===== config.mk =====
export PLATFORM = sky130hd
export DESIGN_NAME = fetch_unit
export DESIGN_NICKNAME = d
export VERILOG_FILES = /design/src/rtl/cpu_pkg.sv /design/src/rtl/fetch_fifo.sv /design/src/rtl/fetch_unit.sv
export SDC_FILE = /design/constraint.sdc
export NUM_CORES = 1
export LEC_CHECK = 0
export CORE_MARGIN = 4
export CORE_UTILIZATION = 31
export CTS_CLUSTER_SIZE = 12
export DETAILED_ROUTE_END_ITERATION = 6
export GPL_TIMING_DRIVEN = 1
export HOLD_SLACK_MARGIN = 0.02
export SLEW_MARGIN = 20
export SYNTH_ARGS = -nofsm -noshare
export SYNTH_HDL_FRONTEND = slang
export SYNTH_SLANG_ARGS = --single-unit
export TNS_END_PERCENT = 1

===== constraint.sdc =====
create_clock -name clk -period 3.1 [get_ports clk]
set_input_delay 0.62 -clock clk [delete_from_list [all_inputs] [get_ports clk]]
set_output_delay 0.62 -clock clk [all_outputs]
set_load 0.05 [all_outputs]

===== src/rtl/cpu_pkg.sv =====
// cpu_pkg: widths, reset PC and the fetch entry record shared by the
// fetch and decode stages.
package cpu_pkg;

  localparam int ADDR_WIDTH  = 11;
  localparam int INSTR_WIDTH = 32;

  localparam logic [ADDR_WIDTH-1:0] RESET_PC = '0;

  // One fetched instruction together with the word address it came from.
  typedef struct packed {
    logic [ADDR_WIDTH-1:0]  pc;
    logic [INSTR_WIDTH-1:0] instruction;
  } fetch_entry_t;

  // Sequential word address; wraps modulo 2^ADDR_WIDTH by construction.
  function automatic logic [ADDR_WIDTH-1:0] pc_next(input logic [ADDR_WIDTH-1:0] pc);
    return pc + {{(ADDR_WIDTH-1){1'b0}}, 1'b1};
  endfunction

endpackage


===== src/rtl/fetch_fifo.sv =====
// fetch_fifo: two-entry synchronous buffer of {pc, instruction} pairs with
// push, pop and flush. A push and a pop in the same cycle are allowed at any
// occupancy, including full, because the popped slot is reused.
module fetch_fifo #(
  parameter int ADDR_WIDTH  = 11,
  parameter int INSTR_WIDTH = 32
) (
  input  logic                   clk,
  input  logic                   rst_n,
  input  logic                   push,
  input  logic [ADDR_WIDTH-1:0]  push_pc,
  input  logic [INSTR_WIDTH-1:0] push_instruction,
  input  logic                   pop,
  input  logic                   flush,
  output logic [1:0]             count,
  output logic                   head_valid,
  output logic [ADDR_WIDTH-1:0]  head_pc,
  output logic [INSTR_WIDTH-1:0] head_instruction
);

  logic [ADDR_WIDTH-1:0]  pc_mem    [2];
  logic [INSTR_WIDTH-1:0] instr_mem [2];
  logic                   rd_ptr;
  logic                   wr_ptr;
  logic                   do_pop;
  logic                   do_push;

  assign head_valid = (count != 2'd0);
  assign do_pop     = pop && head_valid;
  assign do_push    = push && !flush && ((count != 2'd2) || do_pop);

  // The write slot is the one just behind the live entries; when full and
  // popping, that is the slot being vacated by the head.
  assign wr_ptr = rd_ptr ^ count[0];

  // Storage write for accepted pushes.
  always_ff @(posedge clk or negedge rst_n) begin
    if (!rst_n) begin
      pc_mem[0]    <= '0;
      pc_mem[1]    <= '0;
      instr_mem[0] <= '0;
      instr_mem[1] <= '0;
    end else if (do_push) begin
      pc_mem[wr_ptr]    <= push_pc;
      instr_mem[wr_ptr] <= push_instruction;
    end
  end

  // Read pointer and occupancy; flush drops everything and re-aligns.
  always_ff @(posedge clk or negedge rst_n) begin
    if (!rst_n) begin
      rd_ptr <= 1'b0;
      count  <= 2'd0;
    end else if (flush) begin
      rd_ptr <= 1'b0;
      count  <= 2'd0;
    end else begin
      if (do_pop) begin
        rd_ptr <= ~rd_ptr;
      end
      case ({do_push, do_pop})
        2'b10:   count <= count + 2'd1;
        2'b01:   count <= count - 2'd1;
        default: count <= count;
      endcase
    end
  end

  assign head_pc          = head_valid ? pc_mem[rd_ptr]    : '0;
  assign head_instruction = head_valid ? instr_mem[rd_ptr] : '0;

endmodule


===== src/rtl/fetch_unit.sv =====
// fetch_unit: owns the program counter, drives the instruction memory
// address, and queues returned words for decode. A redirect reloads the PC
// and flushes the queue; a head accepted in the same cycle still counts.
module fetch_unit #(
  parameter int                         ADDR_WIDTH  = cpu_pkg::ADDR_WIDTH,
  parameter int                         INSTR_WIDTH = cpu_pkg::INSTR_WIDTH,
  parameter logic [ADDR_WIDTH-1:0]      RESET_PC    = cpu_pkg::RESET_PC
) (
  input  logic                   clk,
  input  logic                   rst_n,
  output logic [ADDR_WIDTH-1:0]  imem_address,
  input  logic [INSTR_WIDTH-1:0] imem_instraction,
  input  logic                   redirect_valid,
  input  logic [ADDR_WIDTH-1:0]  redirect_target,
  output logic                   out_valid,
  input  logic                   out_ready,
  output logic [INSTR_WIDTH-1:0] out_instruction,
  output logic [ADDR_WIDTH-1:0]  out_pc
);

  logic [ADDR_WIDTH-1:0] pc;
  logic [1:0]            count;
  logic                  pop;
  logic                  fetch;

  assign imem_address = pc;
  assign pop          = out_valid && out_ready;

  // A slot is free if the buffer is not full or the head leaves this cycle.
  assign fetch = !redirect_valid && ((count != 2'd2) || pop);

  // Program counter: redirect wins, otherwise advance only on a fetch.
  always_ff @(posedge clk or negedge rst_n) begin
    if (!rst_n) begin
      pc <= RESET_PC;
    end else if (redirect_valid) begin
      pc <= redirect_target;
    end else if (fetch) begin
      pc <= pc + {{(ADDR_WIDTH-1){1'b0}}, 1'b1};
    end
  end

  fetch_fifo #(
    .ADDR_WIDTH  (ADDR_WIDTH),
    .INSTR_WIDTH (INSTR_WIDTH)
  ) u_fifo (
    .clk              (clk),
    .rst_n            (rst_n),
    .push             (fetch),
    .push_pc          (pc),
    .push_instruction (imem_instraction),
    .pop              (pop),
    .flush            (redirect_valid),
    .count            (count),
    .head_valid       (out_valid),
    .head_pc          (out_pc),
    .head_instruction (out_instruction)
  );

endmodule


Word level (Yosys, flattened, before mapping)

Index checks and enable logic that the tools add are counted.

Bitwise operators: 4
Equal/unequal tests: 3
$lt $le $gt $ge: 3
Multiplexer cells: 20
Reduce and logical (&&, ||, !) cells: 13
Add/subtract/negate cells: 3

Operator list:

| cell                  | number |
|---|---|
| $mux 32               | 5 |
| $mux 11               | 7 |
| $bwmux 64             | 1 |
| $demux 32 s1          | 1 |
| $bwmux 22             | 1 |
| $add 11x1->11 const B | 1 |
| $demux 11 s1          | 1 |
| $logic_and 1x1->1     | 6 |
| $reduce_bool 2->1     | 3 |
| $ge 2x2->1 const B    | 2 |
| $not 1->2             | 2 |
| $pmux 2 s2            | 1 |
| $reduce_bool 3->1     | 1 |
| $add 2x1->2 const B   | 1 |
| $eq 2x1->1 const B    | 1 |
| $eq 2x2->1 const B    | 1 |
| $logic_or 1x1->1      | 2 |
| $lt 2x1->1 const B    | 1 |
| $mux 1                | 2 |
| $mux 2                | 1 |
| $ne 2x2->1 const B    | 1 |
| $sub 2x1->2 const B   | 1 |
| $logic_not 1->1       | 1 |
| $not 1->1             | 1 |
| $xor 1x1->1           | 1 |

Output and inout bits: 55
Logic and storage cells: 53
Register bits: 100

Longest topological paths before layout

Gate-level depths: netlist of run 1.

Depth after elaboration: 9
Depth in mapped cells: 6
Depth with buffers taken out: 5

Modules after synthesis

From an unflattened synthesis of run 1, not the netlist that was laid out.

Cells, all modules: 537
Area, all modules: 5083.6 um^2

Modules (own cells, without submodules):

| module     | cells an instance | sequential area each (um^2) | times used | area each (um^2) |
|---|---|---|---|---|
| fetch_fifo | 462               | 2227.1                      | 1          | 4339.2 |
| fetch_unit | 75                | 275.3                       | 1          | 744.5 |

Least setup slack after synthesis of run 1

No wires, ideal clock.

Path kind: register -> output
Start: reg u_fifo.rd_ptr
End: out out_instruction[10]
Arrival time: 1553 ps
Path slack: 927 ps
Cell stages (with the launch flop): 5
Required time: 2480 ps
Cells stage by stage: dfrtp_1 > buf_2 > buf_2 > mux2i_1 > nor2_1

Word-level cells in the longest chain between the ends: 5

Ends and longest elaborated chain:

| element                                    | line             | source |
|---|---|---|
| start, declared                            | fetch_fifo.sv:23 | `logic rd_ptr;` |
| start signal, assigned                     | fetch_fifo.sv:59 | `rd_ptr <= ~rd_ptr;` |
| $not 1->2 (not written as such)            | fetch_fifo.sv:70 | `assign head_instruction = head_valid ? instr_mem[rd_ptr] : '0;` |
| $mux 32 (not written as such) (3 in a row) | fetch_fifo.sv:70 |  |
| $mux 32                                    | fetch_fifo.sv:70 |  |
| end, declared                              | fetch_unit.sv:17 | `output logic [INSTR_WIDTH-1:0] out_instruction,` |

Every way passes these cells. The select of a mux whose other input is x is not followed.

Worst setup path in the final report of run 1

Start: reg u_fifo.rd_ptr
End: out out_pc[9]

Word-level cells in the longest chain between the ends: 5

Ends and longest elaborated chain:

| element                                    | line             | source |
|---|---|---|
| $not 1->2 (not written as such)            | fetch_fifo.sv:69 | `assign head_pc = head_valid ? pc_mem[rd_ptr] : '0;` |
| $mux 11 (not written as such) (3 in a row) | fetch_fifo.sv:69 |  |
| $mux 11                                    | fetch_fifo.sv:69 |  |
| end, declared                              | fetch_unit.sv:18 | `output logic [ADDR_WIDTH-1:0] out_pc` |

Every way passes these cells. The select of a mux whose other input is x is not followed.

==> qor.csv, run 1 <==
metric,value,unit
first_pass_iters,4,
fin_util,41.5,%
final_nets,508,
setup_ws,0.326,ns
cp-startpoint,u_fifo.rd_ptr,
synthAdderAreaFrac,0.262,%
synth_top_area_share,52.4,%
setup_viol_count_final,0,
cts-htree-levels,3,
hold_path.class,in -> async,
grt_max_degree,59,
vias_per_cell,4.70,
p_per_area,776,nW/µm²
relSlewSlack,49.1,%
grt_pass1_wl,17.8,mm
crit_required,2.48,ns
critical_path.cell_chain,"buf_12, mux2i_1, nor2_1, clkdlybuf4s50_1",
ys_ff_latch,100,
place_ws,0.541,ns
rsz0062_at_grt,no,
report.final.hold_viol_count,0,
dp_hpwl,6.86,mm
drtIter0Drc,77,
leakagePower,2.65,nW
yosysSeqAreaShare,52.4,%
die_area,17500,µm²
cts_tree,yes,
outcome,finished clean,
syn-instance-count,360,
synthTopCellsByArea,"dfrtp_1 52%, mux2_4 13%, mux2i_1 9.2%",
ir_drop,0.299,mV
end_kind,output pin,
final_area,6290,µm²
cts.sinks,100,
start_util,31.5,%
n_fill_cell,1417,
groute.usage.overall,12.6,%
wire_per_inst,16.0,µm
synth.net_count,408,
rr_startpoint,u_fifo.rd_ptr,
worst-slew-pin-transition,0.764,ns
cts_buffer_depth,2,
slowest_stage,clkdlybuf4s50_1,
slew_violations,0,
fin_crit_sh,89.5,%
grt_pass1_vias,3331,
max_freq,360,MHz
io_buffers,101,
dp_cells,637,
stdcell_count,653,
antennaDiodeCount,0,
synth_top_family_by_area,multiplexers,
synth_edf_count,0,
overflow,0,
arrival,2.15,ns
grt_antenna_before_repair,0,
synth_top_area_cell,dfrtp_1,
ys_types,28,
avgSynthCellArea,13.3,µm²
cp_max_fo,48,
fin_skew,0.0137,ns
synth-async-reset-ratio,100,%
period_needed,2.77,ns
yosys-mux-area-fraction,32.9,%
r2r_end,u_fifo.instr_mem[24],
synth_xor_area_share,2.20,%
io_pins,102,
synthSimpleGateAreaFrac,7.15,%
synth-compound-area-share,1.70,%
cts_hold_buffers,0,
syn_area,4780,µm²
post_cts_resized,0,
route.detailed.drc,0,
ys.flop_type,dfrtp_1,
areaGrowthSynthToFinish,31.6,%
start_kind,flop,
place_congestion,0.771,
maxCapViolations,0,
max_stage_delay,0.83,ns
reg2reg_depth,5,
cts_setup_buffers,0,
whs,0.332,ns
power.total,4.88,mW
clk_latency,0.35,ns
root_buffer,clkbuf_16,
tns,0,ns
numCtsBuffers,9,
place_area,5980,µm²
worst-setup-path-type,reg -> out,
vias,3069,
core-area,15100,µm²
antenna_left,0,
drive_gt1_share,22.8,%
r2r_setup_slack,1.03,ns
die_h,132,µm
drt-total-wl,10.5,mm
yosys_warnings,0,
rows,45,
endpoint,out_pc[9],
die_x,132,µm
clkTransAtPathRegs,0.07,ns
worst min-delay path by stage:
stage	endpoint	slack (ns)	cells after the start
5_1_grt	u_fifo.pc_mem[6]	0.38	1
4_1_cts	u_fifo.pc_mem[4]	0.36	1
3_3_place_gp	u_fifo.instr_mem[8]	0.47	1
6_report	u_fifo.pc_mem[6]	0.33	1
2_1_floorplan	imem_address[0]	0.32	0
3_5_place_dp	u_fifo.instr_mem[4]	0.48	1
cells by family after synthesis:
kind of cell / Yosys count
flops: 100
xor+xnor: 12
fa+ha+maj: 1
buf+inv: 24
compound gates: 13
simple gates: 79
mux: 131
report_power, final:
part	internal, mW	total [mW]	switching, mW
Combinational	0.849	1.84	0.990
Sequential	1.68	1.90	0.222
Clock	0.651	1.14	0.488
Total	3.18	4.88	1.70
critical path: cells and delay by family (launching register included):
family | cells | cell delay [ns]
buf+inv | 2 | 1.16
flops | 1 | 0.37
mux | 1 | 0.13
simple gates | 1 | 0.15
layout make-up:
type,instances,area (µm²),area share [%]
Sequential cell,100,2500,39.8
Multi-Input combinational cell,236,2120,33.7
Inverter,2,7.51,0.119
Tap cell,188,235,3.74
Timing Repair Buffer,111,1120,17.8
Clock buffer,11,243,3.86
Clock inverter,5,60.1,0.955
sequential cells by signal (all words and copies together), names as in the netlist:
signal,cells
u_fifo.pc_mem,22
u_fifo.count,2
imem_address,11
u_fifo.instr_mem,64
u_fifo.rd_ptr,1
Yosys cell counts, drive strengths merged, types with 2 or more instances:
| library cell | number |
|---|---|
| mux2i | 44 |
| nor3 | 2 |
| buf | 14 |
| inv | 2 |
| clkbuf | 8 |
| mux2 | 87 |
| nand2 | 15 |
| dfrtp | 100 |
| nor4 | 2 |
| xor2 | 3 |
| o21ai | 10 |
| xnor2 | 9 |
| nand3 | 2 |
| nor3b | 2 |
| nor2b | 2 |
| nor4b | 2 |
| nor2 | 48 |
placed cells by master (no fill, tap or decap), drive strengths merged:
| cell | Yosys | routed |
|---|---|---|
| dfrtp | 100 | 100 |
| clkdlybuf4s50 | 0 | 99 |
| mux2 | 87 | 87 |
| nor2 | 48 | 48 |
| mux2i | 44 | 44 |
| nand2 | 15 | 15 |
| buf | 14 | 12 |
| clkbuf | 8 | 11 |
| o21ai | 10 | 10 |
| xnor2 | 9 | 9 |
| xor2 | 3 | 3 |
| inv | 2 | 3 |
| nor2b | 2 | 2 |
| nor3b | 2 | 2 |
| nor4b | 2 | 2 |
| nand3 | 2 | 2 |
| nor3 | 2 | 2 |
| nor4 | 2 | 2 |
| clkinv | 0 | 2 |
| or3 | 1 | 1 |
| a21o | 1 | 1 |
| or3b | 1 | 1 |
| nand2b | 1 | 1 |
| a21oi | 1 | 1 |
| nand4 | 1 | 1 |
| a211oi | 1 | 1 |
| ha | 1 | 1 |
| clkinvlp | 0 | 1 |
| bufinv | 0 | 1 |
layer usage:
layer | vias to the layer above | GRT usage [%] | part of all wire (%)
met5 | - | 0 | 0
met2 | 59 | 20.5 | 49
met3 | 5 | 4.01 | 4.1
met1 | 1568 | 16.1 | 46
met4 | 0 | 3.79 | 1.2
li1 | 1437 | - | -
Note: power is estimated with default switching activity, not from simulation.
==> run 2: changes to the inputs <==
--- a/config.mk
+++ b/config.mk
@@ -5,6 +5,7 @@
 export SDC_FILE = /design/constraint.sdc
 export NUM_CORES = 1
 export LEC_CHECK = 0
+export ABC_AREA = 1
 export CORE_MARGIN = 4
 export CORE_UTILIZATION = 31
 export CTS_CLUSTER_SIZE = 12
==> qor.csv, run 2 <==
metric,value,unit,change
outcome,finished clean,,
synth_top_family_by_area,simple AND/OR/NAND/NOR gates,,
n_fill_cell,1514,,+6.8%
max_freq,378,MHz,+5.0%
grt_pass1_wl,20.0,mm,+13%
layout_commonest_cell,nand2_1,,
end_kind,output pin,,
slowest_stage,clkdlybuf4s50_1,,
r2r_setup_slack,1.18,ns,+0.15 ns
synth_top_area_share,50.2,%,-2.2 points
dp_hpwl,8.44,mm,+23%
first_pass_iters,4,,unchanged
core-area,15800,µm²,+4.5%
numCtsBuffers,9,,unchanged
ys_ff_latch,100,,unchanged
syn-instance-count,584,,+62%
setup_ws,0.458,ns,+0.132 ns
synthAdderAreaFrac,0.251,%,-0.011 points
drtIter0Drc,243,,+220%
reg2reg_depth,7,,+2
mostFrequentLayoutCells,"171 x nand2_1, 99 x dfrtp_1, 57 x clkdlybuf4s50_1",,
synthSimpleGateAreaFrac,22.1,%,+15 points
io_buffers,101,,unchanged
power_frac_seq,38.3,%,-0.7 points
synth-compound-area-share,18.1,%,+16 points
cp_max_fo,18,,-63%
post_cts_resized,0,,unchanged
die_area,18200,µm²,+4.1%
pwr-share-clk,23.8,%,+0.5 points
crit_required,2.48,ns,about the same
io_pins,102,,unchanged
crit_buf_inv,3,,+1
ir_drop,0.270,mV,-9.7%
rows,46,,+2.2%
place_ws,0.508,ns,-0.0333 ns
tns,0,ns,unchanged
vias,4096,,+33%
whs,0.267,ns,-0.0647 ns
rr_startpoint,u_fifo.rd_ptr,,
synth_xor_area_share,0.853,%,-1.3 points
cts_buffer_depth,2,,unchanged
worst-slew-pin-transition,0.590,ns,-0.174 ns
maxCapViolations,0,,unchanged
regArea,2500,µm²,unchanged
die_x,135,µm,+2.0%
place_congestion,0.796,,+3.2%
p_switching,1.76,mW,+3.4%
fin_skew,0.00502,ns,-0.00871 ns
worst-setup-path-type,reg -> out,,
cts_tree,yes,,
power.internal,3.09,mW,-2.7%
slew_violations,0,,unchanged
yosysMostFrequentCell,nand2_1,,
cts-htree-levels,3,,unchanged
critical_path.cell_chain,"nor2_4, buf_4, inv_1, clkdlybuf4s50_1",,
leakagePower,3.14,nW,+19%
clk_latency,0.34,ns,about the same
r2r_end,u_fifo.instr_mem[25],,
route.detailed.drc,0,,unchanged
p_comb_share,37.8,%,about the same
start_kind,flop,,
ys.flop_type,dfrtp_1,,
final_nets,722,,+42%
groute.usage.overall,13.7,%,+1.1 points
ys_types,27,,-3.6%
max_stage_delay,0.81,ns,-0.02 ns
cts_setup_buffers,0,,unchanged
synth.net_count,632,,+55%
synthTopCellsByCount,"171 x nand2_1, 100 x dfrtp_1, 53 x inv_1",,
synthTopCellsByArea,"dfrtp_1 50%, nand2_1 13%, o21ai_2 8.8%",,
report.final.hold_viol_count,0,,unchanged
syn_area,4990,µm²,+4.4%
drt-total-wl,12.1,mm,+16%
synth_edf_count,0,,unchanged
overflow,0,,unchanged
crit_family,buffers and inverters,,
vias_per_cell,4.58,,-2.6%
rsz0062_at_grt,no,,
yosys-mux-area-fraction,0,%,-33 points
clkTransAtPathRegs,0.07,ns,about the same
yosysSeqAreaShare,50.2,%,-2.2 points
setup_viol_count_final,0,,unchanged
switching_share,36.2,%,+1.4 points
power.total,4.85,mW,-0.62%
antenna_left,0,,unchanged
cts.sinks,100,,unchanged
synth-async-reset-ratio,100,%,unchanged
drive_gt1_share,25.9,%,+3.1 points
p_per_area,698,nW/µm²,-10%
fin_crit_sh,85.2,%,-4.3 points
avgSynthCellArea,8.54,µm²,-36%
antennaDiodeCount,0,,unchanged
die_h,135,µm,+2.0%
regMostFlops,u_fifo.instr_mem,,
largest_reg_flops,64,,unchanged
relSlewSlack,60.6,%,+12 points
grt_antenna_before_repair,0,,unchanged
areaGrowthSynthToFinish,39.4,%,
grt_max_degree,58,,-1.7%
wire_per_inst,13.6,µm,-15%
root_buffer,clkbuf_16,,
start_util,31.5,%,about the same
hold_path.class,in -> async,,
multiInputGateArea,2070,µm²,-2.5%
synth_top_area_cell,dfrtp_1,,
grt_pass1_vias,3994,,+20%
yosys_warnings,0,,unchanged
cts_hold_buffers,0,,unchanged
period_needed,2.64,ns,-0.132 ns
arrival,2.02,ns,-0.13 ns
[run 2: cell types whose count changed after synthesis, sizes merged, moves of 44 or more]
| cell | delta |
|---|---|
| a21oi | +45 |
| inv | +53 |
| mux2 | -87 |
| mux2i | -44 |
| nand2 | +204 |
| o21ai | +81 |
[run 2: final cells by class]
class,count,share of cell area (%)
timing repair buffer,112,22.8
inverter,56,3.10
clock buffer,11,3.64
multi-input combinational,395,29.7
clock inverter,5,0.846
tap,216,3.89
sequential,100,36.0
[run 2: cells by family (layout without fill, tap and decap cells)]
logic type	Yosys count	after routing
AOI/OAI and AO/OA	141	141
xor gates and xnor gates	4	4
adders and majority gates	1	1
buffers and inverters	89	184
DFF	100	100
and+or+nand+nor	249	249
[run 2: per-layer routing]
metal  routed length (µm)  up-vias  track usage [%]
met3                  641       13             3.06
met2                 5490      109             20.6
li1                     -     2042                -
met1                 5810     1932             19.5
met4                  196        0             5.09
met5                    0        -                0
[run 2: how the worst max path moves through the flow]
stage	slack, ns	start	cells past startpoint	endpoint
after global placement	0.61	redirect_valid	8	u_fifo.instr_mem[63]
after global routing	0.33	u_fifo.rd_ptr	5	out_pc[1]
after detailed placement	0.51	redirect_valid	8	u_fifo.instr_mem[25]
final	0.46	u_fifo.count[0]	4	out_valid
after CTS	0.43	u_fifo.rd_ptr	5	out_pc[1]
after floorplan	0.74	u_fifo.rd_ptr	5	out_instruction[10]
[run 2: through the flow]
step | cells | area (µm²) | utilization [%]
after floorplan | 584 | 4990 | -
after global placement | 879 | 6640 | 42.0
after detailed placement | 879 | 6640 | 42.0
after CTS | 895 | 6950 | 43.9
after global routing | 895 | 6950 | 43.9
final | 895 | 6950 | 43.9
[run 2: worst reg2reg max path: cells and delay by family, from the launching register on]
| family | cells | cell delay (ns) |
|---|---|---|
| AOI/OAI and AO/OA | 1 | 0.10 |
| xor gates and xnor gates | 1 | 0.21 |
| buffers and inverters | 3 | 0.79 |
| DFF | 1 | 0.36 |
| and+or+nand+nor | 2 | 0.37 |
[run 2: power groups by stage]
stage	Combinational, mW	Sequential [mW]	Clock, mW
floorplan	1.09	1.89	0
global placement	1.82	1.87	0
detailed placement	1.86	1.88	0
CTS	1.86	1.86	1.19
global route	1.98	1.90	1.25
finish	1.83	1.86	1.16
==> run 3: changes to the inputs <==
--- a/config.mk
+++ b/config.mk
@@ -7,11 +7,12 @@
 export LEC_CHECK = 0
 export ABC_AREA = 1
 export CORE_MARGIN = 4
-export CORE_UTILIZATION = 31
+export CORE_UTILIZATION = 56
 export CTS_CLUSTER_SIZE = 12
 export DETAILED_ROUTE_END_ITERATION = 6
 export GPL_TIMING_DRIVEN = 1
 export HOLD_SLACK_MARGIN = 0.02
+export PLACE_DENSITY = 0.86
 export SLEW_MARGIN = 20
 export SYNTH_ARGS = -nofsm -noshare
 export SYNTH_HDL_FRONTEND = slang
==> qor.csv, run 3 (synthesized netlist as in run 2, its figures left out) <==
metric,value,unit,change
r2r_setup_slack,1.16,ns,-0.02 ns
layout_commonest_cell,nand2_1,,
power_frac_seq,43.5,%,+5.2 points
grt_antenna_before_repair,0,,unchanged
rr_startpoint,u_fifo.rd_ptr,,
max_freq,410,MHz,+8.4%
end_kind,output pin,,
drtIter0Drc,256,,+5.3%
cts_tree,yes,,
n_fill_cell,691,,-54%
slew_violations,0,,unchanged
arrival,1.82,ns,-0.20 ns
cp_max_fo,44,,+26
p_comb_share,36.0,%,-1.8 points
switching_share,39.1,%,+2.8 points
multiInputGateArea,2070,µm²,unchanged
die_area,10500,µm²,-42%
use_met2,37.0,%,+16 points
die_x,102,µm,-24%
fin_skew,0.0104,ns,+0.00537 ns
route.detailed.drc,0,,unchanged
overflow,0,,unchanged
clk_latency,0.37,ns,+0.03 ns
start_kind,flop,,
cts_hold_buffers,0,,unchanged
antennaDiodeCount,0,,unchanged
place_congestion,0.889,,+12%
outcome,finished clean,,
setup_viol_count_final,0,,unchanged
regMostFlops,u_fifo.instr_mem,,
period_needed,2.44,ns,-0.206 ns
report.final.hold_viol_count,0,,unchanged
areaGrowthSynthToFinish,23.5,%,
pwr-share-clk,20.4,%,-3.4 points
final_nets,721,,-0.14%
regArea,2500,µm²,unchanged
fin_crit_sh,78.6,%,-6.6 points
grt_most_used_layer,met2,,
die_h,102,µm,-24%
grt_pass1_vias,4140,,+3.7%
drt-total-wl,11.4,mm,-6.0%
relSlewSlack,56.3,%,-4.3 points
hold_path.class,in -> async,,
cts_buffer_depth,2,,unchanged
place_ws,0.665,ns,+0.157 ns
rsz0062_at_grt,no,,
io_pins,102,,unchanged
vias_per_cell,5.35,,+17%
worst-slew-pin-transition,0.655,ns,+0.0648 ns
p_switching,1.67,mW,-5.1%
numCtsBuffers,9,,unchanged
antenna_left,0,,unchanged
first_pass_iters,5,,+1
largest_reg_flops,64,,unchanged
wire_per_inst,14.5,µm,+7.0%
groute.usage.overall,23.2,%,+9.5 points
grt_max_degree,52,,-10%
core-area,8680,µm²,-45%
maxCapViolations,0,,unchanged
cp-startpoint,u_fifo.count[0],,
ir_drop,0.400,mV,+48%
p_per_area,693,nW/µm²,-0.65%
met1_usage,32.5,%,+13 points
cts.sinks,100,,unchanged
cts-htree-levels,3,,unchanged
post_cts_resized,0,,unchanged
start_util,57.5,%,+26 points
mostFrequentLayoutCells,"171 x nand2_1, 99 x dfrtp_1, 57 x clkdlybuf4s50_1",,
dp_hpwl,7.56,mm,-10%
cts_setup_buffers,0,,unchanged
endpoint,out_pc[1],,
grt_pass1_wl,19.3,mm,-3.5%
r2r_end,u_fifo.instr_mem[3],,
power.internal,2.60,mW,-16%
worst-setup-path-type,reg -> out,,
vias,4205,,+2.7%
globalRouteMet3Util,4.64,%,+1.6 points
clkTransAtPathRegs,0.10,ns,+0.03 ns
reg2reg_depth,7,,unchanged
crit_required,2.48,ns,about the same
root_buffer,clkbuf_8,,
rows,34,,-26%
power.total,4.27,mW,-12%
tns,0,ns,unchanged
leakagePower,2.95,nW,-6.1%
setup_ws,0.663,ns,+0.206 ns
io_buffers,101,,unchanged
drive_gt1_share,25.5,%,-0.40 points
## run 3: worst min path at each step
stage | cells after the start | end
detailed placement | 2 | u_fifo.instr_mem[1]
finish | 1 | u_fifo.instr_mem[9]
floorplan | 0 | imem_address[0]
global route | 1 | u_fifo.instr_mem[6]
global placement | 2 | u_fifo.instr_mem[1]
CTS | 1 | u_fifo.instr_mem[8]
## run 3: routing by layer
metal	share of wire [%]	vias up
met5	0	-
met3	6.1	12
met2	48	130
met4	0.99	0
met1	45	2024
li1	-	2039
## run 3: stage by stage
step	area (µm²)	cells	hold slack, ns	utilization, %
2_1_floorplan	4990	584	0.324	-
5_1_grt	6160	786	0.309	71.0
4_1_cts	6160	786	0.294	71.0
3_5_place_dp	5950	770	0.472	68.5
6_report	6160	786	0.281	71.0
3_3_place_gp	5950	770	0.465	68.5
## run 3: worst max-delay path, cell delays in order (launching register included)
cell and delay [ns]:
dfrtp_1 0.48, nor2_4 0.15, buf_4 0.45, a21oi_1 0.15, buf_4 0.23
## run 3: power groups by stage
stage / clock network [mW] / registers, mW / logic [mW]
2_1_floorplan: 0 / 1.89 / 1.09
3_3_place_gp: 0 / 1.86 / 1.51
3_5_place_dp: 0 / 1.88 / 1.55
4_1_cts: 0.889 / 1.86 / 1.55
5_1_grt: 0.950 / 1.90 / 1.68
6_report: 0.873 / 1.86 / 1.54
## run 3: layout make-up
class / instances / area share (%)
clock buffers: 12 / 2.52
inverters: 56 / 3.49
flip-flops and latches: 100 / 40.7
multi-input cells: 395 / 33.6
well taps: 108 / 2.19
clock inverters: 4 / 0.914
repair buffers: 111 / 16.7
